$ cat config.mk
export PLATFORM = sky130hd
export DESIGN_NAME = key_debounce_multi
export DESIGN_NICKNAME = d
export VERILOG_FILES = /design/src/rtl/key_debounce_pkg.sv /design/src/rtl/key_debounce_chan.sv /design/src/rtl/key_debounce_multi.sv
export SDC_FILE = /design/constraint.sdc
export NUM_CORES = 1
export LEC_CHECK = 0
export ABC_AREA = 1
export CAP_MARGIN = 20
export CORE_UTILIZATION = 40
export DETAILED_ROUTE_END_ITERATION = 7
export PLACE_DENSITY = 0.56
export SKIP_CTS_REPAIR_TIMING = 1
export SLEW_MARGIN = 40
export SYNTH_ARGS = -nofsm -noshare
export SYNTH_HDL_FRONTEND = slang
export SYNTH_HIERARCHICAL = 1
export SYNTH_SLANG_ARGS = --single-unit
$ cat constraint.sdc
create_clock -name clk -period 1.46 [get_ports clk]
set_input_delay 0.292 -clock clk [delete_from_list [all_inputs] [get_ports clk]]
set_output_delay 0.292 -clock clk [all_outputs]
set_load 0.1 [all_outputs]
$ cat src/rtl/key_debounce_pkg.sv
// Shared state encoding and counter sizing for the multi-channel key debouncer.
package key_debounce_pkg;

   typedef enum logic [1:0] {
      IDLE     = 2'd0,
      P_FILTER = 2'd1,
      WAIT_R   = 2'd2,
      R_FILTER = 2'd3
   } deb_state_e;

   // Counter must hold CNT_MAX-1; never let it collapse below one bit.
   function automatic int cnt_width(input int cnt_max);
      int w;
      w = $clog2(cnt_max);
      return (w < 1) ? 1 : w;
   endfunction

endpackage

$ cat src/rtl/key_debounce_chan.sv
// One key channel: synchroniser, polarity normalise, press/release filter FSM,
// stable-sample counter and registered level/pulse outputs.
//
//   state    | meaning
//   IDLE     | key released and accepted as released
//   P_FILTER | pressed level seen, counting stable pressed samples
//   WAIT_R   | press accepted, holding until a released level appears
//   R_FILTER | released level seen, counting stable released samples
module key_debounce_chan
   import key_debounce_pkg::*;
#(
   parameter int CNT_MAX     = 100_000,
   parameter bit ACTIVE_LOW  = 1'b1,
   parameter int SYNC_STAGES = 2
) (
   input  logic clk_i,
   input  logic rst_i,
   input  logic key_i,
   output logic state_o,
   output logic press_o,
   output logic release_o,
   output logic press_d_o,
   output logic release_d_o
);

   localparam int                CNT_W    = cnt_width(CNT_MAX);
   localparam logic [CNT_W-1:0]  CNT_LAST = CNT_W'(CNT_MAX - 1);
   localparam logic              REL_LVL  = ACTIVE_LOW;

   logic [SYNC_STAGES-1:0] sync_q;
   logic                   pressed;
   deb_state_e             state_q, state_d;
   logic [CNT_W-1:0]       cnt_q, cnt_d;
   logic                   level_q, level_d;
   logic                   press_q, press_d;
   logic                   release_q, release_d;

   always_ff @(posedge clk_i or posedge rst_i) begin
      if (rst_i) begin
         sync_q <= {SYNC_STAGES{REL_LVL}};
      end else begin
         sync_q <= {sync_q[SYNC_STAGES-2:0], key_i};
      end
   end

   assign pressed = sync_q[SYNC_STAGES-1] ^ REL_LVL;

   always_ff @(posedge clk_i or posedge rst_i) begin
      if (rst_i) begin
         state_q   <= IDLE;
         cnt_q     <= '0;
         level_q   <= 1'b0;
         press_q   <= 1'b0;
         release_q <= 1'b0;
      end else begin
         state_q   <= state_d;
         cnt_q     <= cnt_d;
         level_q   <= level_d;
         press_q   <= press_d;
         release_q <= release_d;
      end
   end

   // Every state change clears the counter, so each filter starts from zero.
   always_comb begin
      state_d   = state_q;
      cnt_d     = cnt_q;
      level_d   = level_q;
      press_d   = 1'b0;
      release_d = 1'b0;
      case (state_q)
         IDLE: begin
            if (pressed) begin
               state_d = P_FILTER;
               cnt_d   = '0;
            end
         end
         P_FILTER: begin
            if (!pressed) begin
               state_d = IDLE;
               cnt_d   = '0;
            end else if (cnt_q == CNT_LAST) begin
               state_d = WAIT_R;
               cnt_d   = '0;
               level_d = 1'b1;
               press_d = 1'b1;
            end else begin
               cnt_d = cnt_q + 1'b1;
            end
         end
         WAIT_R: begin
            if (!pressed) begin
               state_d = R_FILTER;
               cnt_d   = '0;
            end
         end
         R_FILTER: begin
            if (pressed) begin
               state_d = WAIT_R;
               cnt_d   = '0;
            end else if (cnt_q == CNT_LAST) begin
               state_d   = IDLE;
               cnt_d     = '0;
               level_d   = 1'b0;
               release_d = 1'b1;
            end else begin
               cnt_d = cnt_q + 1'b1;
            end
         end
         default: begin
            state_d = IDLE;
            cnt_d   = '0;
         end
      endcase
   end

   assign state_o     = level_q;
   assign press_o     = press_q;
   assign release_o   = release_q;
   assign press_d_o   = press_d;
   assign release_d_o = release_d;

endmodule

$ cat src/rtl/key_debounce_multi.sv
// N-channel key debouncer top: one filter channel per key plus a registered
// any-event flag aligned with the per-channel pulses.
module key_debounce_multi
   import key_debounce_pkg::*;
#(
   parameter int N_KEYS      = 4,
   parameter int CNT_MAX     = 100_000,
   parameter bit ACTIVE_LOW  = 1'b1,
   parameter int SYNC_STAGES = 2
) (
   input  logic              clk,
   input  logic              rst,
   input  logic [N_KEYS-1:0] key_in,
   output logic [N_KEYS-1:0] key_state,
   output logic [N_KEYS-1:0] key_press,
   output logic [N_KEYS-1:0] key_release,
   output logic              key_event
);

   if (CNT_MAX < 2) begin : g_bad_cnt_max
      $error("key_debounce_multi: CNT_MAX must be >= 2");
   end
   if (SYNC_STAGES < 2) begin : g_bad_sync_stages
      $error("key_debounce_multi: SYNC_STAGES must be >= 2");
   end
   if (N_KEYS < 1) begin : g_bad_n_keys
      $error("key_debounce_multi: N_KEYS must be >= 1");
   end

   logic [N_KEYS-1:0] press_d;
   logic [N_KEYS-1:0] release_d;
   logic              key_event_q;

   for (genvar k = 0; k < N_KEYS; k++) begin : g_chan
      key_debounce_chan #(
         .CNT_MAX     (CNT_MAX),
         .ACTIVE_LOW  (ACTIVE_LOW),
         .SYNC_STAGES (SYNC_STAGES)
      ) u_chan (
         .clk_i       (clk),
         .rst_i       (rst),
         .key_i       (key_in[k]),
         .state_o     (key_state[k]),
         .press_o     (key_press[k]),
         .release_o   (key_release[k]),
         .press_d_o   (press_d[k]),
         .release_d_o (release_d[k])
      );
   end

   // Registered from next-state pulses so it lands in the same cycle as them.
   always_ff @(posedge clk or posedge rst) begin
      if (rst) begin
         key_event_q <= 1'b0;
      end else begin
         key_event_q <= |(press_d | release_d);
      end
   end

   assign key_event = key_event_q;

endmodule

==> results of run 1 <==
[layout by cell type (no fill, tap or decap), types with 5 or more instances in the layout]
master	instances
sky130_fd_sc_hd__nand3_2	7
sky130_fd_sc_hd__dfrtp_1	88
sky130_fd_sc_hd__o21bai_1	12
sky130_fd_sc_hd__o22ai_1	9
sky130_fd_sc_hd__inv_2	15
sky130_fd_sc_hd__clkbuf_16	9
sky130_fd_sc_hd__nand2_2	35
sky130_fd_sc_hd__o21ai_1	16
sky130_fd_sc_hd__inv_1	81
sky130_fd_sc_hd__clkdlybuf4s50_1	5
sky130_fd_sc_hd__nand3_1	74
sky130_fd_sc_hd__xor2_1	18
sky130_fd_sc_hd__clkinv_1	6
sky130_fd_sc_hd__buf_4	53
sky130_fd_sc_hd__o21ai_0	12
sky130_fd_sc_hd__and2_1	6
sky130_fd_sc_hd__dfstp_2	8
sky130_fd_sc_hd__nor2_1	84
sky130_fd_sc_hd__nand2_1	241
sky130_fd_sc_hd__nor2_4	14
sky130_fd_sc_hd__buf_12	19
sky130_fd_sc_hd__nor2_2	12
[report_power, final]
part / switching, mW / total (mW) / internal (mW)
logic: 1.37 / 2.28 / 0.904
registers: 0.222 / 3.14 / 2.92
clock network: 1.04 / 2.25 / 1.20
[worst max-delay path, cell delays in order (launching register included)]
cell and delay [ns]:
sky130_fd_sc_hd__dfrtp_1 0.39, sky130_fd_sc_hd__ha_2 0.21, sky130_fd_sc_hd__nand2_2 0.11, sky130_fd_sc_hd__inv_2 0.05, sky130_fd_sc_hd__nand2_2 0.07, sky130_fd_sc_hd__nor2_2 0.04, sky130_fd_sc_hd__nand2_2 0.12, sky130_fd_sc_hd__nand2_4 0.09
sky130_fd_sc_hd__buf_12 0.14, sky130_fd_sc_hd__buf_6 0.10, sky130_fd_sc_hd__o21ai_2 0.09
[metal layers]
layer / global-route usage [%] / vias up / part of all wire [%]
met2: 30.50 / 51 / 48
met3: 4.563 / 11 / 3.0
met5: 0 / - / 0
met1: 24.20 / 2330 / 48
met4: 5.625 / 0 / 1.1
li1: - / 2568 / -
[stage by stage]
| stage | instance area, um^2 | setup slack (ns) | TNS (ns) |
|---|---|---|---|
| 2_1_floorplan | 5584 | 0.0006666 | 0 |
| 3_3_place_gp | 6516 | -0.005581 | -0.005581 |
| 3_5_place_dp | 6516 | -0.04068 | -0.1067 |
| 4_1_cts | 6792 | -0.05671 | -0.1712 |
| 5_1_grt | 7025 | -0.1123 | -1.933 |
| 6_report | 7025 | -0.01808 | -0.02500 |
[final timing paths]
path | to | slack [ns] | depth (start not counted)
max in group asynchronous | g_chan[0].u_chan/cnt_q[12] | 0.75 | 3
max | g_chan[2].u_chan/cnt_q[5] | -0.02 | 10
min | key_event | 0.22 | 2
min in group clk | g_chan[3].u_chan/sync_q[0] | 0.35 | 1
min reg2reg | g_chan[0].u_chan/sync_q[1] | 0.36 | 0
max reg2reg | g_chan[2].u_chan/cnt_q[5] | -0.02 | 10
[cell type report]
type / count / area (um^2)
Timing Repair Buffer: 80 / 862.1
Tap cell: 176 / 220.2
Inverter: 103 / 390.4
Clock inverter: 4 / 28.78
Clock buffer: 12 / 246.5
Fill cell: 1283 / 6375
Multi-Input combinational cell: 567 / 2839
Sequential cell: 97 / 2439
[registers in the layout, summed over array words and instances, names as in the netlist, named ones only]
signal / count
g_chan.u_chan/press_o: 4
g_chan.u_chan/state_q: 4
key_event: 1
g_chan.u_chan/release_o: 4
g_chan.u_chan/cnt_q: 68
g_chan.u_chan/sync_q: 8
g_chan.u_chan/state_o: 4
[cell families after synthesis]
logic type,count (synthesis),synth area share [%]
DFF,97,43.67
muxes,1,0.1793
buffers and inverters,114,8.474
xor gates and xnor gates,22,3.452
and+or+nand+nor,478,37.21
AOI/OAI and AO/OA,58,6.120
adders and majority gates,4,0.8967
==> reports/metrics.sh, run 1 <==
STATUS='finished, violations left'
VIOLATIONS='setup timing'
TOTAL_CLOCK_BUFFERS_CREATED_BY_CTS=9
NUMBER_OF_BUFFERS_ON_THE_LONGEST_CLOCK_PATH=2
MAPPED_AREA_MM2=0.005582
GRT_PASS1_WL_UM=21480
ITERATION_0_DRC_MARKERS=368
CRIT_PATH_MAX_FANOUT=5
CTS_MAX_LEVEL=3
SYNTH.YOSYS.SEQ_AREA_SHARE_PCT=43.67
LAYOUT-AREA-OVERHEAD-VS-SYNTH_PCT=25.87
MAX_CAP_VIOL_COUNT=0
PLACED_CELL_COUNT=1012
FIN_CRIT_SH_PCT=101.2
REGTOREGSTARTPOINT='g_chan[2].u_chan/cnt_q[1]'
NUM_IO_PINS=19
TOTALWIRELENGTH_UM=12850
ANTENNA_CELLS=0
SYNTH.AVG_CELL_AREA_UM2=7.211
SETUP.WORST_PATH.END_CLASS='flop'
DETAIL_ROUTE.FIRST_PASS.ITERATIONS=6
SYNTH_MOST_COMMON_CELL='sky130_fd_sc_hd__nand2_1'
PLACE_CONGESTION=0.8698
WORST_SETUP_PATH_START_KIND='flop'
SYNTH_FF_TYPE='sky130_fd_sc_hd__dfrtp_1'
TIMING.CRITICAL_PATH.FROM='g_chan[2].u_chan/cnt_q[1]'
VIAS_IN_THE_FIRST_GLOBAL_ROUTE=4723
CTS_NUM_SINKS=97
NETLIST_TOP_CELLS_AREA='sky130_fd_sc_hd__dfrtp_1, sky130_fd_sc_hd__nand2_1, sky130_fd_sc_hd__nand3_1'
WORST-ENDPOINT-ARRIVAL_NS=1.76
HOLD_VIOLATIONS=0
WORST_CLOCK_SKEW_NS=0.005957
HPWLAFTERDP_UM=9107
YOSYSUNIQUECELLTYPES=29
YOSYS_WARNINGS=6
INITIAL_CORE_UTIL_PCT=41.65
YS_SEQ_ELEMENTS=97
MAX_SLEW.WORST_PIN.SLEW_NS=0.2605
YOSYS.AREA.TOP_TYPE='sky130_fd_sc_hd__dfrtp_1'
CTSROOTBUFFERMASTER='sky130_fd_sc_hd__clkbuf_16'
SLEW_VIOLATIONS=0
FINAL_CELL_COUNT_NO_FILL=1039
FINALSETUPVIOLCOUNT=3
CLK_PIN_SLEW_NS=0.07
GRT_MAX_DEGREE=25
MIN_PATH_TYPE='in2async'
VIAS_PER_INST=4.774
POWER.LEAKAGE_nW=3.255
SYNTH_COMMON_CELLS='sky130_fd_sc_hd__nand2_1, sky130_fd_sc_hd__dfrtp_1, sky130_fd_sc_hd__nor2_1'
SETUP_SLACK_NS=-0.01808
DIE_AREA_MM2=0.01443
SYNTH_TOP_AREA_SHARE_PCT=39.90
CRITICAL_PATH_REQUIRED_TIME_NS=1.74
NUM-NETS-FINAL=868
FINAL_LAYOUT_SIZE_SUFFIX_GT1_SHARE_PCT=22.60
SYNTH_FP_NETS=784
PLACEMENTROWS=42
CHIPWIDTH_UM=120.1
FINALCOREUTILIZATION_PCT=52.43
VIAS=4960
FMAXACHIEVABLE_MHz=676.6
TOTAL_POWER_DRAW_mW=7.668
CORE_REGION_AREA_MM2=0.01340
POWER_DENSITY_mW_PER_MM2=1091
POSTSYNTHCELLCOUNT=774
SYNTH_ASYNC_SR_FLOP_SHARE_PCT=100.0
DIEHEIGHT_UM=120.1
TIME_THE_WORST_PATH_NEEDS_WITH_I_O_DELAYS_AND_SETUP_NS=1.478
SYNTH_ENABLE_FLOP_CELLS=0
RSZ0062_AT_GRT='yes'
GLOBAL_ROUTE_TOTAL_OVERFLOW=0
TYPE_OF_THE_WORST_SETUP_PATH='reg2reg'
WIRE_PER_INST_UM=12.37
TRITONCTS_CLOCK_TREE='built'
HOLDWS_NS=0.2169
DRT_DRC_VIOLATIONS_LEFT=0
IR_WORST_VDD_mV=0.7478
ANTENNA_LEFT=0
GRT_ANTENNA_BEFORE_REPAIR=0
MAX_SLEW_MARGIN_PCT=82.63
NUMBER_OF_PORT_BUFFERS=18
WORSTSKEWPAIRLATENCY_NS=0.35
GR-USAGE-ALL-LAYERS_PCT=18.64
Power figures use the tool's default switching activity.
==> inputs of run 2 (changes only) <==
--- a/config.mk
+++ b/config.mk
@@ -11,6 +11,7 @@
 export DETAILED_ROUTE_END_ITERATION = 7
 export PLACE_DENSITY = 0.56
 export SKIP_CTS_REPAIR_TIMING = 1
+export SKIP_LAST_GASP = 1
 export SLEW_MARGIN = 40
 export SYNTH_ARGS = -nofsm -noshare
 export SYNTH_HDL_FRONTEND = slang
==> run 2 against run 1 <==
The flow still finishes with violations (setup timing). Non-clock buffer count did not move. Clock skew fell by 0.0011 ns. Utilization is 0.18 points lower. Clock-buffer cell count stayed put. Final cell count is the same. Sequential share of layout area is 0.12 points higher. First-iteration DRC count shrank 9.2%. Critical path depth is the same. Design area fell by 0.34%. Total power shrank 0.37%. Worst hold slack gained 0.00066 ns. Global-route usage unchanged. Critical path type unchanged. Highest routed layer unchanged.
==> reports/metrics.sh, run 2 (synthesized netlist as in run 1, its figures left out) <==
IR_WORST_VDD_mV=0.7462
DR_WL_MET3_UM=380
LARGEST-REGISTER='g_chan.u_chan/cnt_q'
ITERATION_0_DRC_MARKERS=334
HOLD_VIOLATIONS=0
PLACE_CONGESTION=0.8698
NUM-NETS-FINAL=868
TYPE_OF_THE_WORST_SETUP_PATH='reg2reg'
GRT_MAX_DEGREE=25
POSTPLACECELLAREA_MM2=0.006516
DETAIL_ROUTE.FIRST_PASS.ITERATIONS=5
TIME_THE_WORST_PATH_NEEDS_WITH_I_O_DELAYS_AND_SETUP_NS=1.476
MIN_PATH_TYPE='in2async'
SETUP_SLACK_NS=-0.01608
GRT_PASS1_WL_UM=21480
POWER.LEAKAGE_nW=3.252
CTS_MAX_LEVEL=3
FINAL.FILL_COUNT=1285
CRIT_PATH_MAX_FANOUT=5
CORE_REGION_AREA_MM2=0.01340
LAYOUT-AREA-OVERHEAD-VS-SYNTH_PCT=25.44
WORST_CLOCK_SKEW_NS=0.004828
GR-USAGE-ALL-LAYERS_PCT=18.64
DRT_DRC_VIOLATIONS_LEFT=0
WORSTSKEWPAIRLATENCY_NS=0.35
INITIAL_CORE_UTIL_PCT=41.65
STATUS='finished, violations left'
HPWLAFTERDP_UM=9107
RSZ0062_AT_GRT='yes'
SETUP.WORST_PATH.END_CLASS='flop'
FIN_CRIT_SH_PCT=101.1
GLOBAL_ROUTE_TOTAL_OVERFLOW=0
CRITICAL_PATH_REQUIRED_TIME_NS=1.74
CTSROOTBUFFERMASTER='sky130_fd_sc_hd__clkbuf_16'
NUM_IO_PINS=19
MET2ROUTEDLENGTH_UM=6213
LARGEST_REGISTER_FFS=68
CLK_PIN_SLEW_NS=0.07
TRITONCTS_CLOCK_TREE='built'
FINALCOREUTILIZATION_PCT=52.25
TOTALWIRELENGTH_UM=12840
CTS_NUM_SINKS=97
MOST-COMMON-LAYOUT-CELLS='sky130_fd_sc_hd__nand2_1, sky130_fd_sc_hd__dfrtp_1, sky130_fd_sc_hd__nor2_1'
NUMBER_OF_BUFFERS_ON_THE_LONGEST_CLOCK_PATH=2
HOLDWS_NS=0.2176
MAX_CAP_VIOL_COUNT=0
TOP_SIGNAL_LAYER_USED='met4'
TOTAL_CLOCK_BUFFERS_CREATED_BY_CTS=9
MOSTFREQUENTLAYOUTCELL='sky130_fd_sc_hd__nand2_1'
STDCELL_AREA_MM2=0.007002
GRT_ANTENNA_BEFORE_REPAIR=0
CHIPWIDTH_UM=120.1
WORST_SETUP_PATH_START_KIND='flop'
POWER_DENSITY_mW_PER_MM2=1091
VIAS=4995
VIAS_PER_INST=4.808
DIE_AREA_MM2=0.01443
VIOLATIONS='setup timing'
FINALSETUPVIOLCOUNT=3
MAX_SLEW.WORST_PIN.SLEW_NS=0.2618
REG_TOP3='g_chan.u_chan/cnt_q x68, g_chan.u_chan/sync_q x8'
MAX_SLEW_MARGIN_PCT=82.55
WORST-ENDPOINT-ARRIVAL_NS=1.76
FMAXACHIEVABLE_MHz=677.5
MET1_LENGTH_UM=6119
FINAL_LAYOUT_SIZE_SUFFIX_GT1_SHARE_PCT=22.13
NUMBER_OF_PORT_BUFFERS=18
DIEHEIGHT_UM=120.1
VIAS_IN_THE_FIRST_GLOBAL_ROUTE=4723
ANTENNA_CELLS=0
SLEW_VIOLATIONS=0
ANTENNA_LEFT=0
PLACEMENTROWS=42
WIRE_PER_INST_UM=12.35
[run 2: cell counts in the layout (fill, tap and decap cells not counted)]
Identical to the previous run, type by type.
[run 2: per-stage QoR]
stage / std cells / total power [mW] / setup TNS, ns / setup WS [ns]
2_1_floorplan: 774 / 4.407 / 0 / 0.0006666
3_3_place_gp: 1012 / 5.113 / -0.005581 / -0.005581
3_5_place_dp: 1012 / 5.205 / -0.1067 / -0.04068
4_1_cts: 1028 / 7.489 / -0.1712 / -0.05671
5_1_grt: 1039 / 8.104 / -2.008 / -0.1175
6_report: 1039 / 7.640 / -0.02532 / -0.01608
[run 2: layout make-up]
| cell class | instances | area, um^2 | share of cell area [%] |
|---|---|---|---|
| clock buffer | 12 | 246.5 | 3.520 |
| clock inverter | 4 | 28.78 | 0.4110 |
| inverter | 103 | 390.4 | 5.575 |
| multi-input combinational | 567 | 2819 | 40.26 |
| sequential | 97 | 2439 | 34.83 |
| tap | 176 | 220.2 | 3.145 |
| timing repair buffer | 80 | 858.3 | 12.26 |
[run 2: report_power, final]
group          switching, mW  internal (mW)
Combinational           1.36          0.891
Clock                   1.04           1.20
Sequential             0.216           2.92
Total                   2.62           5.02
[run 2: worst paths after layout]
check	from	endpoint	slack [ns]	cells after the start
max	g_chan[2].u_chan/cnt_q[1]	g_chan[2].u_chan/cnt_q[5]	-0.02	10
min	rst	key_event	0.22	2
max reg2reg	g_chan[2].u_chan/cnt_q[1]	g_chan[2].u_chan/cnt_q[5]	-0.02	10
min reg2reg	g_chan[0].u_chan/sync_q[0]	g_chan[0].u_chan/sync_q[1]	0.36	0
max in group asynchronous	rst	g_chan[0].u_chan/cnt_q[12]	0.75	3
min in group clk	key_in[3]	g_chan[3].u_chan/sync_q[0]	0.35	1
[run 2: routing by layer]
layer,vias up,GRT usage [%]
met5,-,0
met4,0,5.625
met3,10,4.563
met2,57,30.50
met1,2358,24.20
li1,2570,-
[run 2: critical path, cell delays in order (launching register included)]
cell	delay, ns
sky130_fd_sc_hd__dfrtp_1	0.39
sky130_fd_sc_hd__ha_2	0.21
sky130_fd_sc_hd__nand2_2	0.10
sky130_fd_sc_hd__inv_2	0.05
sky130_fd_sc_hd__nand2_2	0.07
sky130_fd_sc_hd__nor2_2	0.04
sky130_fd_sc_hd__nand2_2	0.12
sky130_fd_sc_hd__nand2_4	0.09
sky130_fd_sc_hd__buf_12	0.14
sky130_fd_sc_hd__buf_4	0.12
sky130_fd_sc_hd__o21ai_2	0.09
==> inputs of run 3 (changes only) <==
--- a/config.mk
+++ b/config.mk
@@ -7,9 +7,11 @@
 export LEC_CHECK = 0
 export ABC_AREA = 1
 export CAP_MARGIN = 20
+export CELL_PAD_IN_SITES_DETAIL_PLACEMENT = 1
+export CELL_PAD_IN_SITES_GLOBAL_PLACEMENT = 1
 export CORE_UTILIZATION = 40
 export DETAILED_ROUTE_END_ITERATION = 7
-export PLACE_DENSITY = 0.56
+export PLACE_DENSITY = 0.73
 export SKIP_CTS_REPAIR_TIMING = 1
 export SKIP_LAST_GASP = 1
 export SLEW_MARGIN = 40
==> run 3 against run 2 <==
The run still ends with setup timing left. Clock skew about the same. Worst setup slack worse by 0.15 ns. Worst hold slack worse by 0.0052 ns. Critical endpoint is now g_chan[3].u_chan/cnt_q[10].
==> reports/metrics.sh, run 3 (synthesized netlist as in run 1, its figures left out) <==
TOTAL_CLOCK_BUFFERS_CREATED_BY_CTS=9
TRITONCTS_CLOCK_TREE='built'
DETAIL_ROUTE.FIRST_PASS.ITERATIONS=4
TIME_THE_WORST_PATH_NEEDS_WITH_I_O_DELAYS_AND_SETUP_NS=1.625
IR_WORST_VDD_mV=0.7180
WORST_SETUP_PATH_START_KIND='flop'
CRITICAL_PATH.CELL_CHAIN='ha_2 -> nand2_2 -> inv_2 -> nand2_2 -> nor2_2 -> nand2_2 -> nand2_4 -> clkinvlp_4 -> nand3_1 -> nand2_1'
CPMOSTUSEDCELL='sky130_fd_sc_hd__nand2_2'
VIOLATIONS='setup timing'
CLK_PIN_SLEW_NS=0.07
FINALSETUPVIOLCOUNT=25
GRT_ANTENNA_BEFORE_REPAIR=0
MAX_CAP_VIOL_COUNT=0
SETUP.WORST_PATH.END_CLASS='flop'
MAX_SLEW.WORST_PIN.SLEW_NS=0.2758
GRT.MET1_USAGE_PCT=27.44
TNS_NS=-2.054
CTS_NUM_SINKS=97
GRT.MET2_USAGE_PCT=40.19
LARGEST-REGISTER='g_chan.u_chan/cnt_q'
NUM-NETS-FINAL=891
SETUP_SLACK_NS=-0.1650
ANTENNA_LEFT=0
GRT_MAX_DEGREE=25
GRT-BUSIEST-LAYER='met2'
DIE_AREA_MM2=0.01443
LARGEST_REGISTER_FFS=68
RR_WORST_DEPTH=10
GRT_UTIL_MET3_PCT=5.323
GR-USAGE-ALL-LAYERS_PCT=22.82
NUM_IO_PINS=19
MOSTFREQUENTLAYOUTCELL='sky130_fd_sc_hd__nand2_1'
ANTENNA_CELLS=0
WORST_CLOCK_SKEW_NS=0.005276
CRITICAL_PATH.MAX_STAGE_DELAY_NS=0.37
GRT_PASS1_WL_UM=25970
CHIPWIDTH_UM=120.1
CTS_MAX_LEVEL=3
DRT_DRC_VIOLATIONS_LEFT=0
TOTALWIRELENGTH_UM=16050
WORSTSETUPENDPOINT='g_chan[3].u_chan/cnt_q[10]'
VIAS_PER_INST=5.002
PATH_DELAY_FAMILY='simple AND/OR/NAND/NOR gates'
MIN_PATH_TYPE='in2async'
CRITICAL_PATH_REQUIRED_TIME_NS=1.71
FMAXACHIEVABLE_MHz=615.4
PLACE_CONGESTION=0.8334
CP.DEPTH=10
RSZ0062_AT_GRT='yes'
NUMBER_OF_BUFFERS_ON_THE_LONGEST_CLOCK_PATH=2
DIEHEIGHT_UM=120.1
REGTOREGSTARTPOINT='g_chan[3].u_chan/cnt_q[0]'
FINAL_LAYOUT_SIZE_SUFFIX_GT1_SHARE_PCT=27.20
PLACED_CELL_COUNT=1025
POWER_DENSITY_mW_PER_MM2=1132
FINAL.FILL_COUNT=1663
GLOBAL_ROUTE_TOTAL_OVERFLOW=0
HOLD_VIOLATIONS=0
WORST-R2R-SETUP-SLACK_NS=-0.17
VIAS=5312
STATUS='finished, violations left'
POWER.LEAKAGE_nW=3.437
FIN_CRIT_SH_PCT=111.3
CORE_REGION_AREA_MM2=0.01340
TYPE_OF_THE_WORST_SETUP_PATH='reg2reg'
MAX_SLEW_MARGIN_PCT=81.61
HPWLAFTERDP_UM=11180
SLOWEST_STAGE='sky130_fd_sc_hd__dfrtp_1'
TIMING.CRITICAL_PATH.FROM='g_chan[3].u_chan/cnt_q[0]'
PLACEMENTROWS=42
NUMBER_OF_PORT_BUFFERS=18
HOLDWS_NS=0.2123
ITERATION_0_DRC_MARKERS=195
LAYOUT-AREA-OVERHEAD-VS-SYNTH_PCT=32.66
FINAL_CELL_COUNT_NO_FILL=1062
CRIT_PATH_MAX_FANOUT=8
REG_TOP3='g_chan.u_chan/cnt_q x68, g_chan.u_chan/sync_q x8'
CP.BUFFERS_INVERTERS=2
WORSTSKEWPAIRLATENCY_NS=0.36
CTSROOTBUFFERMASTER='sky130_fd_sc_hd__clkbuf_16'
WORST-ENDPOINT-ARRIVAL_NS=1.87
VIAS_IN_THE_FIRST_GLOBAL_ROUTE=5572
INITIAL_CORE_UTIL_PCT=41.65
CRITICAL_PATH.REG2REG.ENDPOINT='g_chan[3].u_chan/cnt_q[10]'
SLEW_VIOLATIONS=0
WIRE_PER_INST_UM=15.11
MOST-COMMON-LAYOUT-CELLS='sky130_fd_sc_hd__nand2_1, sky130_fd_sc_hd__dfrtp_1, sky130_fd_sc_hd__inv_1, sky130_fd_sc_hd__nor2_1, sky130_fd_sc_hd__buf_4'
[run 3: cell types whose count changed in the layout (fill, tap and decap cells not counted), moves of 3 or more]
cell,delta
sky130_fd_sc_hd__buf_4,+19
sky130_fd_sc_hd__nand2_1,-5
sky130_fd_sc_hd__nand2_4,+3
sky130_fd_sc_hd__nand3_1,-13
sky130_fd_sc_hd__nand3_2,+13
sky130_fd_sc_hd__nor2_1,-4
sky130_fd_sc_hd__nor2_2,+3
sky130_fd_sc_hd__o21ai_0,-6
sky130_fd_sc_hd__o21ai_1,+4
[run 3: report_power, final]
group          switching, mW  internal [mW]  leakage, nW  total (mW)
Sequential             0.246           2.92         1.30        3.17
Combinational           1.58           1.11         1.98        2.70
Clock                   1.05           1.47        0.153        2.52
[run 3: worst reg2reg max path, cell delays in order, from the launching register on]
cell and delay (ns):
sky130_fd_sc_hd__dfrtp_1 0.37, sky130_fd_sc_hd__ha_2 0.20, sky130_fd_sc_hd__nand2_2 0.06, sky130_fd_sc_hd__inv_2 0.06, sky130_fd_sc_hd__nand2_2 0.06, sky130_fd_sc_hd__nor2_2 0.09, sky130_fd_sc_hd__nand2_2 0.11, sky130_fd_sc_hd__nand2_4 0.11
sky130_fd_sc_hd__clkinvlp_4 0.23, sky130_fd_sc_hd__nand3_1 0.16, sky130_fd_sc_hd__nand2_1 0.06
[run 3: worst min-delay path by stage]
stage	to	slack [ns]
3_5_place_dp	g_chan[1].u_chan/sync_q[1]	0.35
5_1_grt	key_event	0.23
2_1_floorplan	key_event	0.02
4_1_cts	key_event	0.22
3_3_place_gp	g_chan[1].u_chan/sync_q[1]	0.35
6_report	key_event	0.21
[run 3: per-stage QoR]
stage	setup WS, ns	cell area, um^2	util [%]	total power [mW]
3_5_place_dp	-0.1173	6614	49.36	5.327
5_1_grt	-0.2809	7405	55.26	8.845
3_3_place_gp	-0.04759	6614	49.36	5.191
2_1_floorplan	0.0006666	5584	-	4.407
4_1_cts	-0.1478	6923	51.66	7.905
6_report	-0.1650	7405	55.26	8.385
[run 3: layout make-up]
class | count | area [um^2] | share of cell area [%]
clock buffers | 14 | 274.0 | 3.701
clock inverters | 2 | 35.03 | 0.4731
inverters | 103 | 390.4 | 5.272
multi-input cells | 567 | 2982 | 40.27
flip-flops and latches | 97 | 2440 | 32.95
well taps | 176 | 220.2 | 2.974
repair buffers | 103 | 1064 | 14.36
[run 3: metal layers]
layer | wire length [um] | up-vias
met1 | 7065 | 2612
li1 | - | 2621
met3 | 401 | 21
met4 | 237 | 0
met5 | 0 | -
met2 | 8347 | 58
==> RTL edit (config.mk and constraints of run 3) <==
Re-encode `deb_state_e` (4 states) as Gray code, 2 bits wide.
--- a/src/rtl/key_debounce_pkg.sv
+++ b/src/rtl/key_debounce_pkg.sv
@@ -2,10 +2,10 @@
 package key_debounce_pkg;
 
    typedef enum logic [1:0] {
-      IDLE     = 2'd0,
-      P_FILTER = 2'd1,
-      WAIT_R   = 2'd2,
-      R_FILTER = 2'd3
+      IDLE     = 2'b00,
+      P_FILTER = 2'b01,
+      WAIT_R   = 2'b11,
+      R_FILTER = 2'b10
    } deb_state_e;
 
    // Counter must hold CNT_MAX-1; never let it collapse below one bit.
Check against the original RTL: same outputs for any inputs over 10 cycles, from zero or initial values and one cycle with rst high; not proved beyond that.
==> RTL edit against run 3 <==
- the flow still finishes with violations (negative setup slack)
- worst setup slack got worse by 0.087 ns
- routed wire length up 47%
- synthesized area is 4.9% higher
- sequential cell count unchanged
- cell area is 18% higher
- synthesized cell count rose by 4.7%
- largest cell class unchanged
Power is not compared: it rests on default switching activity, and its combinational part moved more than twofold at a synthesized area within 25%.
==> RTL edit: results (changes against run 3) <==
metric,value,unit,change
setup_slack,-0.252,ns,-0.0866 ns
gp_congestion,0.903,,+8.3%
drtIter0Drc,260,,+33%
synthMuxAreaShare,0,,-0.00179
layout-drive-gt1-share,0.423,,+0.151
nFillCells,1670,,+0.42%
startpoint,g_chan[2].u_chan/state_q[1],,
relSlewSlack,0.675,,-0.141
synth-adder-area-share,0.0427,,+0.0338
syn_nets,836,,+6.6%
synth_xor_area_frac,0.0209,,-0.0136
synth_compound_area_frac,0.0555,,-0.00565
place_area,6940,µm²,+5.0%
pre_cts_ws,-0.198,ns,-0.0807 ns
grt_util_met3,0.0397,,-0.0136
hold_ws,0.219,ns,+0.00638 ns
slowest_delay,0.45,ns,+0.08 ns
nNetsFinal,981,,+10%
reg2reg_from,g_chan[2].u_chan/state_q[1],,
vias,6226,,+17%
path_max_fanout,4,,-4
grt_pass1_wl,27900,µm,+7.3%
wl_per_cell,20.7,µm,+37%
outcome,"complete, but fails checks",,
syn-instance-count,810,,+4.7%
synth.top_cell.area_share,0.380,,-0.0188
r2r_cells,11,,+1
violations,negative setup slack,,
final-setup-viol-count,84,,+240%
skew,0.00795,ns,+0.00267 ns
RTL edit: cell types whose count changed after synthesis, sizes merged, moves of 8 or more:
cell | run 3 | this run
o21bai | 12 | 4
inv | 96 | 141
ha | 4 | 20
nand3 | 81 | 46
nor2 | 107 | 141
nand2 | 278 | 249
nand4 | 4 | 22
a21oi | 4 | 14
RTL edit: routing by layer:
layer / share of wire / wire length (µm) / up-vias
met2: 0.53 / 12600 / 199
met5: 0 / 0 / -
met3: 0.038 / 883 / 73
li1: - / - / 2760
met1: 0.39 / 9150 / 3194
met4: 0.039 / 928 / 0
RTL edit: area by class of cell:
type / instances / area [µm²] / area share
clock buffer: 14 / 244 / 0.0280
timing repair buffer: 134 / 1350 / 0.156
multi-input combinational: 567 / 3790 / 0.435
inverter: 142 / 598 / 0.0687
tap: 180 / 225 / 0.0259
sequential: 97 / 2440 / 0.281
timing repair inverter: 4 / 45.0 / 0.00518
clock inverter: 1 / 5.00 / 0.000575
